`config.mk`:
```
export PLATFORM = sky130hd
export DESIGN_NAME = arf_sequencer
export DESIGN_NICKNAME = d
export VERILOG_FILES = /design/src/rtl/arf_seq_pkg.sv /design/src/rtl/arf_seq_stack_guard.sv /design/src/rtl/arf_sequencer.sv
export SDC_FILE = /design/constraint.sdc
export NUM_CORES = 1
export LEC_CHECK = 0
export BUFFER_PORTS_ARGS = -buffer_cell sky130_fd_sc_hd__buf_2
export CAP_MARGIN = 10
export CELL_PAD_IN_SITES_DETAIL_PLACEMENT = 1
export CELL_PAD_IN_SITES_GLOBAL_PLACEMENT = 1
export CORE_MARGIN = 10
export CORE_UTILIZATION = 37
export CTS_BUF_LIST = sky130_fd_sc_hd__clkbuf_4
export CTS_CLUSTER_DIAMETER = 80
export DETAILED_ROUTE_END_ITERATION = 8
export GPL_ROUTABILITY_DRIVEN = 0
export PLACE_DENSITY_LB_ADDON = 0.3
export SKIP_LAST_GASP = 1
export SYNTH_ARGS = -nofsm -noshare
export SYNTH_HDL_FRONTEND = slang
export SYNTH_SLANG_ARGS = --single-unit
```
`constraint.sdc`:
```
create_clock -name Clock -period 1.95 [get_ports Clock]
set_input_delay 0.39 -clock Clock [delete_from_list [all_inputs] [get_ports Clock]]
set_output_delay 0.39 -clock Clock [all_outputs]
set_load 0.03 [all_outputs]
```
`src/rtl/arf_seq_pkg.sv`:
```
// Shared types and control-word constants for the ARF command sequencer.
// Command codes, FSM states, ARF enable masks, ARF op codes and output selects.
package arf_seq_pkg;

  typedef enum logic [2:0] {
    CMD_INIT  = 3'b000,
    CMD_FETCH = 3'b001,
    CMD_PUSH  = 3'b010,
    CMD_POP   = 3'b011,
    CMD_CALL  = 3'b100,
    CMD_RET   = 3'b101,
    CMD_JUMP  = 3'b110,
    CMD_NOP   = 3'b111
  } cmd_e;

  typedef enum logic [4:0] {
    S_IDLE, S_INIT1, S_INIT2, S_FET1, S_FET2, S_PSH1, S_PSH2, S_POP1, S_POP2,
    S_CAL1, S_CAL2, S_CAL3, S_RET1, S_RET2, S_JMP1, S_NOP1, S_ERR1
  } state_e;

  localparam logic [3:0] RSEL_PC     = 4'b1000;
  localparam logic [3:0] RSEL_AR     = 4'b0100;
  localparam logic [3:0] RSEL_SP     = 4'b0010;
  localparam logic [3:0] RSEL_PCPAST = 4'b0001;

  localparam logic [1:0] FUN_CLR = 2'b00;
  localparam logic [1:0] FUN_LD  = 2'b01;
  localparam logic [1:0] FUN_DEC = 2'b10;
  localparam logic [1:0] FUN_INC = 2'b11;

  localparam logic [1:0] SEL_AR     = 2'b00;
  localparam logic [1:0] SEL_SP     = 2'b01;
  localparam logic [1:0] SEL_PCPAST = 2'b10;
  localparam logic [1:0] SEL_PC     = 2'b11;

  function automatic logic is_stack_push(input cmd_e c);
    return (c == CMD_PUSH) || (c == CMD_CALL);
  endfunction

  function automatic logic is_stack_pop(input cmd_e c);
    return (c == CMD_POP) || (c == CMD_RET);
  endfunction

endpackage

```
`src/rtl/arf_seq_stack_guard.sv`:
```
// Stack depth tracker for the ARF sequencer: counts 0..DEPTH entries and
// flags full/empty so over/underflowing commands can be aborted.
module arf_seq_stack_guard #(
  parameter int unsigned DEPTH = 16
) (
  input  logic Clock,
  input  logic Reset,
  input  logic clear,
  input  logic push,
  input  logic pop,
  output logic full,
  output logic empty
);

  localparam int unsigned W = $clog2(DEPTH + 1);

  logic [W-1:0] depth;

  always_ff @(posedge Clock or negedge Reset) begin
    if (!Reset) begin
      depth <= '0;
    end else if (clear) begin
      depth <= '0;
    end else if (push && !full) begin
      depth <= depth + W'(1);
    end else if (pop && !empty) begin
      depth <= depth - W'(1);
    end
  end

  assign full  = (depth == W'(DEPTH));
  assign empty = (depth == '0);

endmodule

```
`src/rtl/arf_sequencer.sv`:
```
// Expands one high-level command at a time into ARF/memory/IR control words.
// Optional stack over/underflow abort: define ARF_SEQ_STACK_CHECK_EN.
//
// state  | meaning
// IDLE   | ready for a command
// INIT1  | clear PC, AR, SP, PCpast
// INIT2  | load SP with STACK_TOP
// FET1   | read IR low byte at PC, PC++
// FET2   | read IR high byte at PC, PC++
// PSH1   | write datapath byte to mem[SP]
// PSH2   | SP--
// POP1   | SP++
// POP2   | read mem[SP], StackRdValid
// CAL1   | write PC to mem[SP]
// CAL2   | SP--
// CAL3   | PC <= TargetQ
// RET1   | SP++
// RET2   | PC <= mem[SP]
// JMP1   | PC <= TargetQ
// NOP1   | Done only
// ERR1   | stack abort, Done with StackErr
module arf_sequencer
  import arf_seq_pkg::*;
#(
  parameter logic [7:0]  STACK_TOP   = 8'hFF,
  parameter int unsigned STACK_DEPTH = 16
) (
  input  logic       Clock,
  input  logic       Reset,
  input  logic       CmdValid,
  input  logic [2:0] Cmd,
  input  logic [7:0] Target,
  input  logic [7:0] MemData,
  output logic       CmdReady,
  output logic       Done,
  output logic       StackErr,
  output logic [3:0] RSel,
  output logic [1:0] FunSel,
  output logic [1:0] OASel,
  output logic [1:0] OBSel,
  output logic [7:0] ArfData,
  output logic       Mem_CS,
  output logic       Mem_WR,
  output logic       MemDataSel,
  output logic       IRLoadLo,
  output logic       IRLoadHi,
  output logic       StackRdValid
);

  state_e     state;
  logic [7:0] target_q;
  cmd_e       cmd;
  logic       accept;
  logic       abort;

  assign cmd    = cmd_e'(Cmd);
  assign accept = CmdValid && (state == S_IDLE);

`ifdef ARF_SEQ_STACK_CHECK_EN
  logic stk_full, stk_empty;

  assign abort = accept && ((is_stack_push(cmd) && stk_full) ||
                            (is_stack_pop(cmd) && stk_empty));

  arf_seq_stack_guard #(.DEPTH(STACK_DEPTH)) u_stack_guard (
    .Clock (Clock),
    .Reset (Reset),
    .clear (accept && (cmd == CMD_INIT)),
    .push  (accept && !abort && is_stack_push(cmd)),
    .pop   (accept && !abort && is_stack_pop(cmd)),
    .full  (stk_full),
    .empty (stk_empty)
  );

  assign StackErr = (state == S_ERR1);
`else
  assign abort    = 1'b0;
  assign StackErr = 1'b0;
`endif

  always_ff @(posedge Clock or negedge Reset) begin
    if (!Reset) begin
      state    <= S_IDLE;
      target_q <= '0;
    end else begin
      case (state)
        S_IDLE: if (accept) begin
          target_q <= Target;
          if (abort) state <= S_ERR1;
          else begin
            case (cmd)
              CMD_INIT:  state <= S_INIT1;
              CMD_FETCH: state <= S_FET1;
              CMD_PUSH:  state <= S_PSH1;
              CMD_POP:   state <= S_POP1;
              CMD_CALL:  state <= S_CAL1;
              CMD_RET:   state <= S_RET1;
              CMD_JUMP:  state <= S_JMP1;
              default:   state <= S_NOP1;
            endcase
          end
        end
        S_INIT1: state <= S_INIT2;
        S_FET1:  state <= S_FET2;
        S_PSH1:  state <= S_PSH2;
        S_POP1:  state <= S_POP2;
        S_CAL1:  state <= S_CAL2;
        S_CAL2:  state <= S_CAL3;
        S_RET1:  state <= S_RET2;
        default: state <= S_IDLE;
      endcase
    end
  end

  always_comb begin
    CmdReady     = (state == S_IDLE);
    Done         = 1'b0;
    RSel         = '0;
    FunSel       = FUN_CLR;
    OASel        = SEL_PC;
    OBSel        = SEL_PC;
    ArfData      = '0;
    Mem_CS       = 1'b0;
    Mem_WR       = 1'b0;
    MemDataSel   = 1'b0;
    IRLoadLo     = 1'b0;
    IRLoadHi     = 1'b0;
    StackRdValid = 1'b0;
    case (state)
      S_INIT1: RSel = RSEL_PC | RSEL_AR | RSEL_SP | RSEL_PCPAST;
      S_INIT2: begin RSel = RSEL_SP; FunSel = FUN_LD; ArfData = STACK_TOP; Done = 1'b1; end
      S_FET1:  begin Mem_CS = 1'b1; IRLoadLo = 1'b1; RSel = RSEL_PC; FunSel = FUN_INC; end
      S_FET2:  begin Mem_CS = 1'b1; IRLoadHi = 1'b1; RSel = RSEL_PC; FunSel = FUN_INC; Done = 1'b1; end
      S_PSH1:  begin OASel = SEL_SP; Mem_CS = 1'b1; Mem_WR = 1'b1; end
      S_PSH2:  begin RSel = RSEL_SP; FunSel = FUN_DEC; Done = 1'b1; end
      S_POP1:  begin RSel = RSEL_SP; FunSel = FUN_INC; end
      S_POP2:  begin OASel = SEL_SP; Mem_CS = 1'b1; StackRdValid = 1'b1; Done = 1'b1; end
      // return address comes out on OutB so the ARF feeds memory directly
      S_CAL1:  begin OASel = SEL_SP; OBSel = SEL_PC; Mem_CS = 1'b1; Mem_WR = 1'b1; MemDataSel = 1'b1; end
      S_CAL2:  begin RSel = RSEL_SP; FunSel = FUN_DEC; end
      S_CAL3:  begin RSel = RSEL_PC; FunSel = FUN_LD; ArfData = target_q; Done = 1'b1; end
      S_RET1:  begin RSel = RSEL_SP; FunSel = FUN_INC; end
      S_RET2:  begin OASel = SEL_SP; Mem_CS = 1'b1; RSel = RSEL_PC; FunSel = FUN_LD; ArfData = MemData; Done = 1'b1; end
      S_JMP1:  begin RSel = RSEL_PC; FunSel = FUN_LD; ArfData = target_q; Done = 1'b1; end
      S_NOP1:  Done = 1'b1;
      S_ERR1:  Done = 1'b1;
      default: ;
    endcase
  end

endmodule

```
==> impl_metrics.tcl, run 1 <==
set metrics [dict create \
    status "finished with violations" \
    violations "setup timing" \
    drv_cap 0 \
    async_flop_share_pct 100 \
    worstPathArrival_ns 1.73 \
    die_w_um 74.4 \
    startpoint_type "flop" \
    r2r_slack_ns 0.16 \
    die_height_um 74.4 \
    multi_input_area_sq_um 891 \
    drive_above_1_share_pct 68.6 \
    htree_levels 1 \
    grt_max_degree 14 \
    stdcell_area_sq_um 1850 \
    cts_inserted_buffers 3 \
    final-seq-area_sq_um 305 \
    rsz0062_at_grt "true" \
    path_class "reg -> out" \
    synth_top_flop_cell "dfrtp_1" \
    finalCritPeriodShare_pct 109 \
    cts_buffer_depth 2 \
    period_needed_ns 2.12 \
    synth_area_leaders "dfrtp_1, mux2_4, o221ai_1, a22oi_1, buf_4" \
    synth.top_cell.area_share_pct 27.4 \
    hold_class "in -> reg" \
    fillers 314 \
    hp-start "Target[7]" \
    clk_pin_slew_ns 0.07 \
    drv_slew 0 \
    grt_use_met1_pct 17.9 \
    dp_cells 190 \
    num_rows 19 \
    startpoint "state[1]$_DFFE_PN0P_" \
    use_met2_pct 27.4 \
    hold_viol 0 \
    vdd.ir_drop.worst_v 0.00152 \
    place_ws_ns 0.0770 \
    ios 49 \
    first_global_vias 1359 \
    fin_skew_ns 0.00652 \
    use_met3_pct 3.19 \
    ys_warn_count 0 \
    syn_inst 121 \
    viasPerCell 5.95 \
    max_freq_mhz 472 \
    place_hpwl_um 2920 \
    synth-edff-count 0 \
    clockRootBuffer "clkbuf_4" \
    required_ns 1.56 \
    cts_tree "yes" \
    drt-total-wl_um 5490 \
    worst_setup_path_end_kind "output port" \
    yosys_register_bits 12 \
    antenna_cells 0 \
    overflow 0 \
    seq_area_frac_synth_pct 27.4 \
    dieArea_sq_um 5530 \
    syn_area_sq_um 1090 \
    yosysTopAreaCell "dfrtp_1" \
    placed_area_sq_um 1340 \
    antenna_found_initial 0 \
    drtIter0Drc 159 \
    core_sq_um 2780 \
    reg2reg_from "state[3]$_DFFE_PN0P_" \
    ant_nets 0 \
    p_per_area_nw_per_um2 1970 \
    nNetsFinal 212 \
    p_leak_nw 0.855 \
    gr-max-usage-layer "met2" \
    area_delta_synth_final_pct 68.8 \
    grt_pass1_wl_um 6960 \
    vias 1304 \
    clkLatencyLatePin_ns 0.28 \
    setup_viol 14 \
    crit_path_max_fanout 6 \
    track_usage_pct 15.6 \
    wl_per_cell_um 25.1 \
    syn_avg_cell_area_sq_um 9.05 \
    fin_ws_ns -0.170 \
    numClockSinks 12 \
    post_layout_nonfiller_instances 219 \
    io_buffers 44 \
    drtPass1Iterations 4 \
    yosysUniqueCellTypes 40 \
    start_util_pct 39.4 \
    drc 0 \
]
-- metal layers --
layer	share of wire, %	wire, um
met1	41	2260
met4	2.0	112
met2	51	2780
met3	6.0	330
met5	0	0
-- sequential cells by signal, summed over array words and instances, names as in the netlist --
signal and cells:
target_q 8, state 4
-- where the power goes --
group / internal, mW / total (mW) / switching (mW) / leakage (nW)
Sequential: 0.374 / 0.581 / 0.207 / 0.140
Clock: 0.0716 / 0.151 / 0.0796 / 0.0138
Combinational: 1.30 / 2.90 / 1.60 / 0.701
-- cell usage after synthesis (4+ instances only) --
master,n
nand2_1,13
dfrtp_1,12
o221ai_1,9
a22oi_1,8
buf_4,8
mux2_4,8
a21oi_1,6
nand2b_1,6
buf_2,5
nand3_1,4
nor2_1,4
nor2b_1,4
-- layout by cell type, fill, tap and decap left out, types with 2 or more instances in the layout --
master / netlist / layout
nand2b_1: 6 / 3
o221ai_1: 9 / 2
dfrtp_2: 0 / 4
and2b_2: 0 / 2
o221ai_2: 0 / 7
mux2_4: 8 / 8
buf_4: 8 / 32
inv_2: 1 / 2
nand2_1: 13 / 13
nand3_1: 4 / 2
a22oi_1: 8 / 2
a31oi_1: 2 / 2
conb_1: 2 / 4
nor2b_1: 4 / 3
clkbuf_4: 0 / 3
nor3_2: 1 / 3
buf_2: 5 / 26
nand2_4: 0 / 2
a22oi_2: 0 / 6
dfrtp_1: 12 / 8
buf_6: 1 / 14
a21oi_1: 6 / 6
nand2b_4: 0 / 2
nor2_1: 4 / 4
nand3_4: 1 / 2
-- logic make-up (layout without fill, tap and decap cells) --
kind of cell	after synthesis	count (layout)	share of synthesized area, %
simple gates	43	44	23.7
buf+inv	16	80	9.48
other cells	2	4	0.686
flops	12	12	27.4
compound gates	36	36	24.2
xor+xnor	2	2	1.60
mux	10	10	12.9
-- timing repair --
action                                 in CTS  in global routing
gates cloned                                1                  2
hold buffers                                1                  0
setup buffers                              14                  8
pin swaps                                   5                 16
endpoints found under the hold margin      12                  0
setup endpoints to repair                  15                 18
gates resized for setup                    33                 46
-- through the flow --
step                TNS, ns  total power, mW  utilization (%)  hold slack [ns]
finish                -1.02             3.63             66.4            0.340
global route          -2.07             3.79             66.4            0.332
CTS                 -0.0464             2.98             57.1            0.349
detailed placement        0             2.46             48.1            0.269
global placement          0             2.39             48.1            0.272
floorplan                 0             1.96                -           0.0944
-- critical path: stages (launching register included) --
cell and delay [ns]:
dfrtp_2 0.46, buf_4 0.17, and2b_2 0.25, a22oi_1 0.24, o221ai_2 0.15, buf_4 0.19
-- final cells by class --
type,count,share of cell area (%)
clock buffers,3,1.22
multi-input cells,96,48.2
inverters,2,0.406
flip-flops and latches,12,16.5
repair buffers,75,31.6
well taps,31,2.10
-- path summary, 6_finish.rpt --
kind / end / cells past startpoint
hold / removal: target_q[7]$_DFFE_PN0P_ / 2
min in group asynchronous: target_q[3]$_DFFE_PN0P_ / 2
setup / recovery: ArfData[1] / 5
max in group asynchronous: state[1]$_DFFE_PN0P_ / 2
hold reg to reg: target_q[0]$_DFFE_PN0P_ / 1
setup reg to reg: target_q[1]$_DFFE_PN0P_ / 7
(Power assumes the default switching activity.)
==> run 2, diff against run 1 <==
Settings changed: ABC_AREA from default to 1, CORE_UTILIZATION 37 to 33.
==> impl_metrics.tcl, run 2 <==
set metrics [dict create \
    synth.most_common_cell "nand2_1" \
    viasPerCell 5.06 \
    post_layout_nonfiller_instances 231 \
    syn_area_sq_um 933 \
    first_global_vias 1128 \
    io_buffers 44 \
    max_freq_mhz 514 \
    vdd.ir_drop.worst_v 0.00107 \
    grt_max_degree 13 \
    startpoint_type "flop" \
    yosysTopAreaCell "dfrtp_1" \
    drtPass1Iterations 4 \
    grt_pass1_wl_um 5140 \
    largest_reg_flops 8 \
    yosysUniqueCellTypes 21 \
    clkLatencyLatePin_ns 0.26 \
    drc 0 \
    drv_cap 0 \
    die_height_um 73.2 \
    fin_skew_ns 0.00158 \
    nNetsFinal 223 \
    yosys_register_bits 12 \
    antenna_found_initial 0 \
    wl_per_cell_um 15.6 \
    numClockSinks 12 \
    track_usage_pct 11.6 \
    hold_class "in -> reg" \
    p_leak_nw 0.802 \
    htree_levels 1 \
    startpoint "state[2]$_DFFE_PN0P_" \
    finalCritPeriodShare_pct 99.8 \
    clk_pin_slew_ns 0.07 \
    final_common_cell "nand2_1" \
    synth-edff-count 0 \
    synth.top_cell.area_share_pct 32.2 \
    start_util_pct 34.1 \
    rr_worst_depth 8 \
    antenna_cells 0 \
    ios 49 \
    ys_warn_count 0 \
    drive_above_1_share_pct 46.0 \
    vias 1170 \
    syn_inst 145 \
    endpoint "ArfData[7]" \
    worst_setup_path_end_kind "output port" \
    core_sq_um 2730 \
    status "completed" \
    finalPower_mw 2.37 \
    cts_inserted_buffers 3 \
    required_ns 1.56 \
    regMostFlops "target_q" \
    setup_viol 0 \
    top_regs "target_q x8, state x4" \
    placed_area_sq_um 1160 \
    final_cell_mix "nand2_1, buf_2, nand3_1" \
    num_rows 19 \
    place_hpwl_um 2710 \
    overflow 0 \
    seq_area_frac_synth_pct 32.2 \
    stdcell_area_sq_um 1360 \
    drt-total-wl_um 3610 \
    rsz0062_at_grt "true" \
    r2r_slack_ns 0.31 \
    drtIter0Drc 55 \
    syn_avg_cell_area_sq_um 6.44 \
    worstPathArrival_ns 1.56 \
    netlist_top_cells_count "nand2_1, nand3_1, dfrtp_1, inv_1, nor2_1" \
    clockRootBuffer "clkbuf_4" \
    area_delta_synth_final_pct 45.7 \
    crit_path_max_fanout 5 \
    hold_viol 0 \
    path_class "reg -> out" \
    dieArea_sq_um 5360 \
    drv_slew 0 \
    period_needed_ns 1.95 \
    ant_nets 0 \
    cts_buffer_depth 2 \
    cts_tree "yes" \
    synth_top_flop_cell "dfrtp_1" \
    synth_area_leaders "dfrtp_1, nand2_1, nand3_1, inv_1, nor2_1" \
    die_w_um 73.2 \
    dp_cells 216 \
    p_per_area_nw_per_um2 1740 \
    reg2reg_from "state[3]$_DFFE_PN0P_" \
    r2r-end "target_q[6]$_DFFE_PN0P_" \
    async_flop_share_pct 100 \
]
run 2: cell families (layout without fill, tap and decap cells):
family | count (synthesis) | count (layout) | share of synthesized area, %
buffers and inverters | 22 | 73 | 12.5
other | 2 | 4 | 0.805
AO/OA/AOI/OAI | 11 | 12 | 8.58
AND/OR/NAND/NOR | 98 | 99 | 46.0
flip-flops | 12 | 12 | 32.2
run 2: final cells by class:
class                           instances  area (sq um)
Clock inverter                          1          3.75
Timing Repair Buffer                   54           332
Tap cell                               31          38.8
Sequential cell                        12           305
Multi-Input combinational cell        115           602
Inverter                               15          56.3
Fill cell                             372          1370
Clock buffer                            3          22.5
run 2: how the worst min path moves through the flow:
stage / start / to / slack (ns) / depth (start not counted)
floorplan: Reset / state[0]$_DFFE_PN0P_ / 0.09 / 0
detailed placement: Reset / state[3]$_DFFE_PN0P_ / 0.28 / 1
global route: Target[6] / target_q[6]$_DFFE_PN0P_ / 0.37 / 3
global placement: Reset / state[2]$_DFFE_PN0P_ / 0.28 / 1
finish: Target[2] / target_q[2]$_DFFE_PN0P_ / 0.35 / 3
CTS: Target[2] / target_q[2]$_DFFE_PN0P_ / 0.35 / 3
run 2: where the power goes:
part / total, mW / internal (mW) / switching, mW / leakage, nW
clock: 0.153 / 0.0739 / 0.0792 / 0.0154
sequential: 0.516 / 0.367 / 0.149 / 0.146
combinational: 1.70 / 0.572 / 1.13 / 0.640
run 2: per-stage QoR:
stage          hold slack, ns  util (%)  worst slack, ns  setup TNS, ns
2_1_floorplan          0.0944         -           -0.116         -0.116
3_3_place_gp            0.279      42.3            0.233              0
3_5_place_dp            0.283      42.3            0.168              0
4_1_cts                 0.354      44.6          -0.0154        -0.0154
5_1_grt                 0.372      49.7          -0.0800         -0.672
6_report                0.354      49.7          0.00382              0
run 2: worst max-delay path: stages, from the launching register on:
cell,delay (ns)
dfrtp_2,0.50
nand2_4,0.11
buf_4,0.16
o21ai_4,0.16
nand2_1,0.08
nand3_1,0.08
clkbuf_4,0.19
run 2: what timing repair did:
action	CTS	global route
endpoints found under the setup margin	12	13
hold buffers	1	0
endpoints found under the hold margin	12	0
cloned	0	2
buffers inserted	1	7
pin swaps	1	6
gates resized for setup	7	33
run 2: routing by layer:
layer	share of wire [%]	up-vias	GRT usage (%)
li1	-	561	-
met1	38	564	12.6
met2	53	39	21.2
met3	7.3	6	3.27
met4	1.3	0	2.74
met5	0	-	0
